[src/rtl/fir_mac_seq_ctrl.sv]
// rtl/fir_mac_seq_ctrl.sv - FIR MAC tap sequencer with coefficient SpSram host arbitration
module fir_mac_seq_ctrl #(
  parameter int TAPS     = 10,
  parameter int SAMPLE_W = 3,
  parameter int ADDR_W   = 4
) (
  input  logic                     iClk12M,
  input  logic                     iRsn,
  input  logic                     iEnSample,
  input  logic [SAMPLE_W-1:0]      iFirIn,
  input  logic                     iCoeffUpdateFlag,
  input  logic                     iCsnRam,
  input  logic                     iWrnRam,
  input  logic [ADDR_W-1:0]        iAddrRam,
  input  logic [15:0]              iWrDtRam,
  output logic                     oCsnRam,
  output logic                     oWrnRam,
  output logic [ADDR_W-1:0]        oAddrRam,
  output logic [15:0]              oWrDtRam,
  output logic [TAPS*SAMPLE_W-1:0] oDelay,
  output logic                     oEnMul,
  output logic                     oEnAddAcc,
  output logic                     oMacValid,
  output logic                     oBusy,
  output logic                     oHostGrant,
  output logic                     oOverrun
);

  localparam int DW = TAPS * SAMPLE_W;
  localparam logic [ADDR_W-1:0] LAST_TAP = ADDR_W'(TAPS - 1);

  typedef enum logic [2:0] {IDLE, RUN, DRAIN, DONE, HOST} state_t;

  state_t            state_q, state_d;
  logic [ADDR_W-1:0] cnt_q, cnt_d;
  logic [DW-1:0]     delay_q, delay_d;
  logic              csn_q, csn_d;
  logic              en_q, en_d;
  logic              valid_q, valid_d;
  logic              busy_q, busy_d;
  logic              ovr_q, ovr_d;
  logic              start;
  logic              host_mode;

  always_comb begin
    state_d = state_q;
    cnt_d   = cnt_q;
    delay_d = delay_q;
    csn_d   = csn_q;
    en_d    = 1'b0;
    valid_d = 1'b0;
    ovr_d   = ovr_q;
    start   = 1'b0;

    case (state_q)
      IDLE: begin
        if (iCoeffUpdateFlag) state_d = HOST;
        else if (iEnSample)   start   = 1'b1;
      end
      RUN: begin
        en_d = 1'b1;
        if (iEnSample) ovr_d = 1'b1;
        if (cnt_q == LAST_TAP) begin
          cnt_d   = '0;
          csn_d   = 1'b1;
          state_d = DRAIN;
        end else begin
          cnt_d = cnt_q + ADDR_W'(1);
        end
      end
      DRAIN: begin
        if (iEnSample) ovr_d = 1'b1;
        state_d = DONE;
      end
      DONE: begin
        // Last cycle of a run doubles as IDLE for acceptance, so strobes may come every 12 cycles
        valid_d = 1'b1;
        state_d = IDLE;
        if (!iCoeffUpdateFlag && iEnSample) start = 1'b1;
      end
      HOST: begin
        if (iEnSample) ovr_d = 1'b1;
        if (!iCoeffUpdateFlag) state_d = IDLE;
      end
      default: state_d = IDLE;
    endcase

    if (start) begin
      state_d = RUN;
      cnt_d   = '0;
      csn_d   = 1'b0;
      delay_d = {delay_q[DW-SAMPLE_W-1:0], iFirIn};
    end

    busy_d = (state_d == RUN) || (state_d == DRAIN) || (state_d == DONE);
  end

  always_ff @(posedge iClk12M or negedge iRsn) begin
    if (!iRsn) begin
      state_q <= IDLE;
      cnt_q   <= '0;
      delay_q <= '0;
      csn_q   <= 1'b1;
      en_q    <= 1'b0;
      valid_q <= 1'b0;
      busy_q  <= 1'b0;
      ovr_q   <= 1'b0;
    end else begin
      state_q <= state_d;
      cnt_q   <= cnt_d;
      delay_q <= delay_d;
      csn_q   <= csn_d;
      en_q    <= en_d;
      valid_q <= valid_d;
      busy_q  <= busy_d;
      ovr_q   <= ovr_d;
    end
  end

  // The tap counter doubles as the read address; it rests at 0 outside a run
  assign host_mode  = (state_q == HOST);
  assign oHostGrant = host_mode;
  assign oCsnRam    = host_mode ? iCsnRam  : csn_q;
  assign oWrnRam    = host_mode ? iWrnRam  : 1'b1;
  assign oAddrRam   = host_mode ? iAddrRam : cnt_q;
  assign oWrDtRam   = host_mode ? iWrDtRam : 16'h0000;
  assign oDelay     = delay_q;
  assign oEnMul     = en_q;
  assign oEnAddAcc  = en_q;
  assign oMacValid  = valid_q;
  assign oBusy      = busy_q;
  assign oOverrun   = ovr_q;

endmodule

[config.mk]
export PLATFORM = sky130hd
export DESIGN_NAME = fir_mac_seq_ctrl
export DESIGN_NICKNAME = d
export VERILOG_FILES = /design/src/rtl/fir_mac_seq_ctrl.sv
export SDC_FILE = /design/constraint.sdc
export NUM_CORES = 1
export LEC_CHECK = 0
export ABC_AREA = 1
export CORE_MARGIN = 5
export CORE_UTILIZATION = 42
export CTS_CLUSTER_SIZE = 40
export DETAILED_ROUTE_END_ITERATION = 8
export GPL_TIMING_DRIVEN = 0
export PLACE_DENSITY_LB_ADDON = 0.2
export SYNTH_ARGS = -nofsm -noshare
export SYNTH_HDL_FRONTEND = slang
export SYNTH_SLANG_ARGS = --single-unit
[constraint.sdc]
create_clock -name iClk12M -period 1.43 [get_ports iClk12M]
set_input_delay 0.286 -clock iClk12M [delete_from_list [all_inputs] [get_ports iClk12M]]
set_output_delay 0.286 -clock iClk12M [all_outputs]
set_load 0.1 [all_outputs]
Word level (Yosys, flattened, before mapping)
Cells that the tools add are included.
{ "op_classes": {"n_addsub": 1, "eq_ne": 8, "mux": 21, "reduce_logical": 10} }
{ "op_table": {"columns": ["operator", "n"], "rows": [
  ["16-bit 2-to-1 mux", 1],
  ["4-bit 2-to-1 mux", 4],
  ["3-bit by 2-bit == test with 1-bit output (second input constant)", 4],
  ["3-bit 2-to-1 mux", 4],
  ["3-bit case mux with 4 select lines", 1],
  ["1-bit 2-to-1 mux", 10],
  ["3-bit by 1-bit == test with 1-bit output (second input constant)", 2],
  ["4-bit by 1-bit adder with 4-bit output (second input constant)", 1],
  ["4-bit == test (second input constant)", 1],
  ["2-bit AND reduction", 2],
  ["2-bit nonzero test", 2],
  ["3-bit == test (second input constant)", 1],
  ["3-bit zero test", 1],
  ["3-bit OR reduction", 1],
  ["1-bit logical OR", 2],
  ["1-bit case mux with 2 select lines", 1],
  ["1-bit logical AND", 1],
  ["1-bit zero test", 1]
]} }
{ "totals": {"ff_bits": 42, "inputBits": 29, "out_inout_bits": 58} }

Depth between registers and ports, before layout
Gate-level depths: netlist (run 1).
{ "depth": {"ltp_word": 8, "depth_mapped": 8, "ltp_nobuf": 7} }

Worst setup path after synthesis (run 1)
No wires, ideal clock.
{ "synth_timing": {"path_kind": "reg-to-output", "start": "register state_q[1]", "end": "output port oAddrRam[1]", "arrival_time_ns": 2.965, "required_time_ns": 1.144, "setup_slack_ns": -1.821, "path_stages_with_launch": 5, "cell_sequence": "dfrtp_1 > inv_2 > nand3_1 > inv_2 > o21ai_0"} }
{ "synth_via": {"elab_chain_cells": 2} }
{ "synth_lines": {"columns": ["element", "line", "source"], "rows": [
  ["start, declared", "34", "state_t state_q, state_d;"],
  ["start signal, assigned", "109", "state_q <= state_d;"],
  ["3-bit == test", "121", "assign host_mode = (state_q == HOST);"],
  ["named net oHostGrant", "25", "output logic oHostGrant,"],
  ["4-bit 2-to-1 mux", "125", "assign oAddrRam = host_mode ? iAddrRam : cnt_q;"],
  ["end, declared", "18", "output logic [ADDR_W-1:0] oAddrRam,"]
]} }
The timed path passes the listed nets, and every way through them passes these cells.

Final worst setup path (run 1)
{ "layout_timing": {"start": "register state_q[0]", "end": "output port oWrDtRam[11]"} }
{ "layout_via": {"elab_chain_cells": 2} }
{ "layout_lines": {"columns": ["element", "line", "source"], "rows": [
  ["3-bit == test", "121", null],
  ["16-bit 2-to-1 mux", "126", "assign oWrDtRam = host_mode ? iWrDtRam : 16'h0000;"],
  ["end, declared", "19", "output logic [15:0] oWrDtRam,"]
]} }
No other way between the ends.

==> results of run 1 <==
==> synthesized netlist by cell type <==
master,count,share of area (%)
nand2_4,1,0.57
a21o_1,1,0.38
dfstp_2,1,1.3
buf_8,1,0.76
or2_1,1,0.32
buf_12,2,2.0
buf_4,3,1.1
a21oi_1,1,0.25
inv_2,6,1.1
nor2_1,21,4.0
inv_1,22,4.2
o21ai_1,2,0.51
nand3_2,1,0.51
nand3_1,10,2.5
nand2_2,22,7.0
dfrtp_1,41,52
o21ai_0,4,1.0
xor2_1,1,0.45
buf_2,4,1.0
nand2_1,86,16
ha_1,2,1.3
nand4_1,2,0.64
o22ai_1,1,0.32
==> timing repair <==
item	4_1_cts	5_1_grt
gates cloned	1	2
endpoints found under the hold margin	3	0
endpoints found under the setup margin	58	45
pin swaps	2	5
setup buffers	7	5
gates resized for setup	402	34
hold buffers	1	0
==> placed cells by master (no fill, tap or decap), types with 2 or more instances in the layout <==
| cell | count |
|---|---|
| nand2_1 | 77 |
| buf_6 | 3 |
| nor2_1 | 4 |
| clkbuf_8 | 6 |
| inv_2 | 6 |
| nand2_4 | 8 |
| dfrtp_1 | 40 |
| o21ai_1 | 2 |
| buf_2 | 12 |
| nor2_4 | 16 |
| ha_1 | 2 |
| buf_4 | 19 |
| nand4_1 | 2 |
| nand3_1 | 9 |
| clkbuf_4 | 18 |
| o21ai_4 | 3 |
| buf_12 | 28 |
| nand2_2 | 24 |
| clkdlybuf4s50_1 | 27 |
| inv_1 | 21 |
==> sequential cells by signal (all words and copies together), names as in the netlist <==
name,cells
cnt_q,4
csn_q,1
oBusy,1
oDelay,30
oEnAddAcc,1
oMacValid,1
oOverrun,1
state_q,3
==> kinds of logic (layout without fill, tap and decap cells) <==
group | after synthesis | in the layout | synth area share [%]
compound gates | 9 | 9 | 2.48
fa+ha+maj | 2 | 2 | 1.27
buf+inv | 38 | 148 | 10.3
flops | 42 | 42 | 53.5
simple gates | 144 | 144 | 32.0
xor+xnor | 1 | 1 | 0.445
==> through the flow <==
step | instance area (sq um) | TNS [ns] | setup WS, ns | instances | hold WS (ns)
after global placement | 3110 | -78.82 | -1.14 | 374 | 0.444
final | 3570 | -6.83 | -0.362 | 398 | 0.328
after global routing | 3570 | -8.22 | -0.428 | 398 | 0.349
after CTS | 3420 | -7.02 | -0.346 | 392 | 0.317
after detailed placement | 3120 | -38.33 | -1.03 | 375 | 0.109
after floorplan | 2180 | -3.76 | -0.255 | 236 | -0.00959
==> per-layer routing <==
layer	wire length, um	share of wire (%)	vias up
met2	3090	49	87
met4	79	1.3	0
met5	0	0	-
met3	482	7.7	9
met1	2630	42	934
li1	-	-	920
==> cell type report <==
type / count / area, sq um / area share [%]
well taps: 52 / 65.1 / 1.82
flip-flops and latches: 42 / 1050 / 29.5
clock inverters: 1 / 5.00 / 0.140
repair buffers: 101 / 1140 / 32.0
repair inverters: 1 / 16.3 / 0.456
plain buffers: 10 / 138 / 3.86
clock buffers: 7 / 86.3 / 2.42
inverters: 28 / 121 / 3.40
multi-input cells: 156 / 941 / 26.4
==> how the worst max path moves through the flow <==
| stage | start | endpoint | slack [ns] |
|---|---|---|---|
| after floorplan | state_q[1]$_DFF_PN0_ | oWrDtRam[10] | -0.25 |
| after global placement | iRsn | oEnAddAcc$_DFF_PN0_ | -1.14 |
| after detailed placement | state_q[0]$_DFF_PN0_ | oWrDtRam[10] | -1.03 |
| after CTS | state_q[0]$_DFF_PN0_ | oWrDtRam[8] | -0.35 |
| after global routing | state_q[1]$_DFF_PN0_ | oWrDtRam[13] | -0.43 |
| final | state_q[0]$_DFF_PN0_ | oWrDtRam[11] | -0.36 |
==> critical path, stage by stage, from the launching register on <==
cell and delay [ns]:
dfrtp_1 0.41, inv_2 0.08, nand3_4 0.10, buf_12 0.16, clkbuf_16 0.16, nor2_4 0.11, buf_12 0.18
==> reports/metrics.csv, run 1 <==
metric,value,unit
status,finished with violations,
crit_required,1.14,ns
ff2ff_path_depth,10,
synth_cell_types,23,
core-area,0.00444,sq mm
ys_seq_area_share,53.5,%
die_area,0.00615,sq mm
first_iter_violations,85,
maxSlewHeadroom,66.9,%
syn2layout_area_growth,81.4,%
path_max_fanout,6,
start_kind,flop,
dpl.hpwl,3510,um
reg2reg_to,oDelay[16]$_DFFE_PN0N_,
detail_route.first_pass.iterations,5,
use_met1,24.5,%
die_w,78.4,um
finalSetupViolations,23,
routed_wl,6280,um
num-nets-final,376,
final_max_slew_viol_count,0,
insertion_delay,0.29,ns
cts.sinks,42,
diodes,0,
hold_class,in -> async,
tritoncts,built,
die_height,78.4,um
vias,1950,
final.min_clock_period,1.79,ns
synth-seq-cells,42,
violations,setup timing,
clockBufferDepth,2,
gp_congestion,0.802,
tightest_slew,0.499,ns
arrival,1.51,ns
grt_pass1_wl,9350,um
track_usage,18.8,%
ys_warn_count,0,
grt_pass1_vias,1913,
clockRootBuffer,clkbuf_8,
rows,24,
antenna_found_initial,0,
setup_slack,-0.362,ns
h-tree-depth,2,
clk_pin_slew_worst_paths,0.08,ns
critical_path_class,reg -> out,
ant_nets,0,
finClkSkew,0.00454,ns
crit_path_end_kind,output port,
io_buffers,86,
hold_violations,0,
grt_use_met3,5.38,%
grt_overflow,0,
synth.avg_cell_area,8.33,sq um
reg2reg_from,state_q[0]$_DFF_PN0_,
post-route-util,80.3,%
drc,0,
grt_max_degree,40,
syn_nets,267,
synth_cells,236,
cts_buffers,5,
rrSetupSlack,0.06,ns
via_per_inst,4.90,
start_util,44.3,%
drv_cap,0,
grt_busiest_layer,met2,
drive_above_1_share,44.8,%
grtUsageMet2,31.3,%
fillCellCount,277,
synth_area,0.00197,sq mm
rsz0062_at_grt,yes,
fin_crit_sh,125,%
ios,87,
max_freq,0.558,GHz
avgRoutedWirePerCell,15.8,um
Power of run 1 is left out: the tool's default activity adds up to more than one toggle a clock period on the data nets, which glitch-free logic cannot reach.
==> run 2, diff against run 1 <==
--- a/config.mk
+++ b/config.mk
@@ -7,9 +7,10 @@
 export LEC_CHECK = 0
 export ABC_AREA = 1
 export CORE_MARGIN = 5
-export CORE_UTILIZATION = 42
+export CORE_UTILIZATION = 59
 export CTS_CLUSTER_SIZE = 40
 export DETAILED_ROUTE_END_ITERATION = 8
+export DONT_BUFFER_PORTS = 1
 export GPL_TIMING_DRIVEN = 0
 export PLACE_DENSITY_LB_ADDON = 0.2
 export SYNTH_ARGS = -nofsm -noshare
==> reports/metrics.csv, run 2 (synthesis gave the netlist of run 1 again) <==
metric,value,unit,change
detail_route.first_pass.iterations,4,,was 5
clockBufferDepth,2,,unchanged
io_buffers,0,,was 86
hold_path_depth,2,,
clockRootBuffer,clkbuf_4,,was clkbuf_8
rows,21,,was 24
final_max_slew_viol_count,0,,unchanged
crit_path_end_kind,output port,,unchanged
finClkSkew,0.0196,ns,was 0.00454 ns
num-nets-final,296,,was 376
syn2layout_area_growth,39.2,%,was 81.4%
fin_crit_sh,144,%,was 125%
status,finished with violations,,unchanged
antenna_found_initial,0,,unchanged
start_kind,flop,,unchanged
setup_slack,-0.633,ns,was -0.362 ns
critical_path_class,reg -> out,,unchanged
drc,0,,unchanged
final_cell_mix,"78 x nand2_1, 34 x dfrtp_2, 24 x nand2_2",,"was 77 x nand2_1, 40 x dfrtp_1, 28 x buf_12"
start_util,59.9,%,was 44.3%
routed_wl,5260,um,was 6280 um
grt_pass1_wl,7760,um,was 9350 um
first_iter_violations,68,,was 85
crit_required,1.14,ns,about the same
diodes,0,,unchanged
final_area,0.00274,sq mm,was 0.00357 sq mm
finalSetupViolations,24,,was 23
tightest_slew,0.713,ns,was 0.499 ns
max_freq,0.485,GHz,was 0.558 GHz
die_height,67.7,um,was 78.4 um
die_area,0.00459,sq mm,was 0.00615 sq mm
drive_above_1_share,51.5,%,was 44.8%
h-tree-depth,2,,unchanged
fillCellCount,191,,was 277
path_max_fanout,5,,was 6
setup-tns-final,-13.13,ns,was -6.83 ns
cts_buffers,5,,unchanged
track_usage,23.1,%,was 18.8%
core-area,0.00328,sq mm,was 0.00444 sq mm
grt_overflow,0,,unchanged
ff2ff_path_depth,9,,was 10
clk_pin_slew_worst_paths,0.13,ns,was 0.08 ns
ant_nets,0,,unchanged
maxSlewHeadroom,52.3,%,was 66.9%
rsz0062_at_grt,yes,,unchanged
hold_class,in -> reg,,was in -> async
cts.sinks,42,,unchanged
placed_area,0.00224,sq mm,was 0.00312 sq mm
ios,87,,unchanged
insertion_delay,0.36,ns,was 0.29 ns
hold_violations,0,,unchanged
largest_register_ffs,30,,unchanged
grt_max_degree,43,,was 40
violations,setup timing,,unchanged
vias,1628,,was 1950
via_per_inst,5.22,,was 4.90
avgRoutedWirePerCell,16.9,um,was 15.8 um
critPathMaxStageDelay,0.48,ns,was 0.41 ns
layout_commonest_cell,nand2_1,,unchanged
die_w,67.7,um,was 78.4 um
drv_cap,0,,unchanged
arrival,1.78,ns,was 1.51 ns
cp_cell_sequence,"inv_2, nand3_4, buf_12, buf_4, nor2_4",,"was inv_2, nand3_4, buf_12, clkbuf_16, nor2_4, buf_12"
dpl.hpwl,3130,um,was 3510 um
final.min_clock_period,2.06,ns,was 1.79 ns
gp_congestion,0.788,,was 0.802
tritoncts,built,,unchanged
slowest_stage,nor2_4,,was dfrtp_1
grt_pass1_vias,1612,,was 1913
-- run 2: changes by cell type in the layout (fill, tap and decap cells not counted), moves of 7 or more --
cell             previous run  this run
clkdlybuf4s50_1            27         0
buf_4                      19        12
buf_2                      12         0
dfrtp_2                     1        34
buf_12                     28         7
dfrtp_1                    40         6
clkbuf_4                   18         6
-- run 2: critical path: cells and delay by family, from the launching register on --
family                 cells  cell delay, ns
flip-flops                 1            0.42
AND/OR/NAND/NOR            2            0.59
buffers and inverters      3            0.40
-- run 2: final timing paths --
check | startpoint | endpoint | slack, ns
worst max-delay path | state_q[1]$_DFF_PN0_ | oWrDtRam[15] | -0.63
worst min-delay path | iCoeffUpdateFlag | state_q[2]$_DFF_PN0_ | 0.04
worst max register to register | state_q[1]$_DFF_PN0_ | oDelay[4]$_DFFE_PN0N_ | 0.03
worst min register to register | csn_q$_DFFE_PN1P_ | csn_q$_DFFE_PN1P_ | 0.58
max in group asynchronous | iRsn | csn_q$_DFFE_PN1P_ | 0.79
min in group asynchronous | iRsn | oDelay[8]$_DFFE_PN0N_ | 0.38
-- run 2: per-stage QoR --
step	std cells	utilization (%)	hold WS (ns)	worst slack, ns
after floorplan	236	-	-0.00959	-0.255
after global placement	282	68.1	-0.00852	-0.296
after detailed placement	282	68.1	-0.00839	-0.320
after CTS	304	78.1	0.0322	-0.608
after global routing	312	83.4	0.0246	-0.680
final	312	83.4	0.0370	-0.633
-- run 2: cell type report --
type                    instances  area, sq um  share of cell area (%)
flip-flops and latches         42         1100                    40.1
multi-input cells             156          957                    35.0
repair buffers                 21          265                    9.69
plain buffers                  10          156                    5.71
inverters                      28          131                    4.80
well taps                      46         57.6                    2.10
clock buffers                   7         55.1                    2.01
repair inverters                1         11.3                   0.411
clock inverters                 1         5.00                   0.183
-- run 2: repair_timing --
action / 4_1_cts / 5_1_grt
resized for setup: 52 / 20
hold buffers: 2 / 0
cloned: 2 / 3
pin swaps: 8 / 12
setup buffers: 10 / 6
endpoints found under the hold margin: 42 / 0
endpoints found under the setup margin: 57 / 40
-- run 2: metal layers --
| layer | share of wire (%) | vias up | GRT usage, % |
|---|---|---|---|
| li1 | - | 764 | - |
| met1 | 37 | 772 | 25.5 |
| met2 | 52 | 88 | 41.1 |
| met3 | 10 | 4 | 8.99 |
| met4 | 0.86 | 0 | 5.82 |
| met5 | 0 | - | 0 |
Power of run 2 is left out for the same reason.
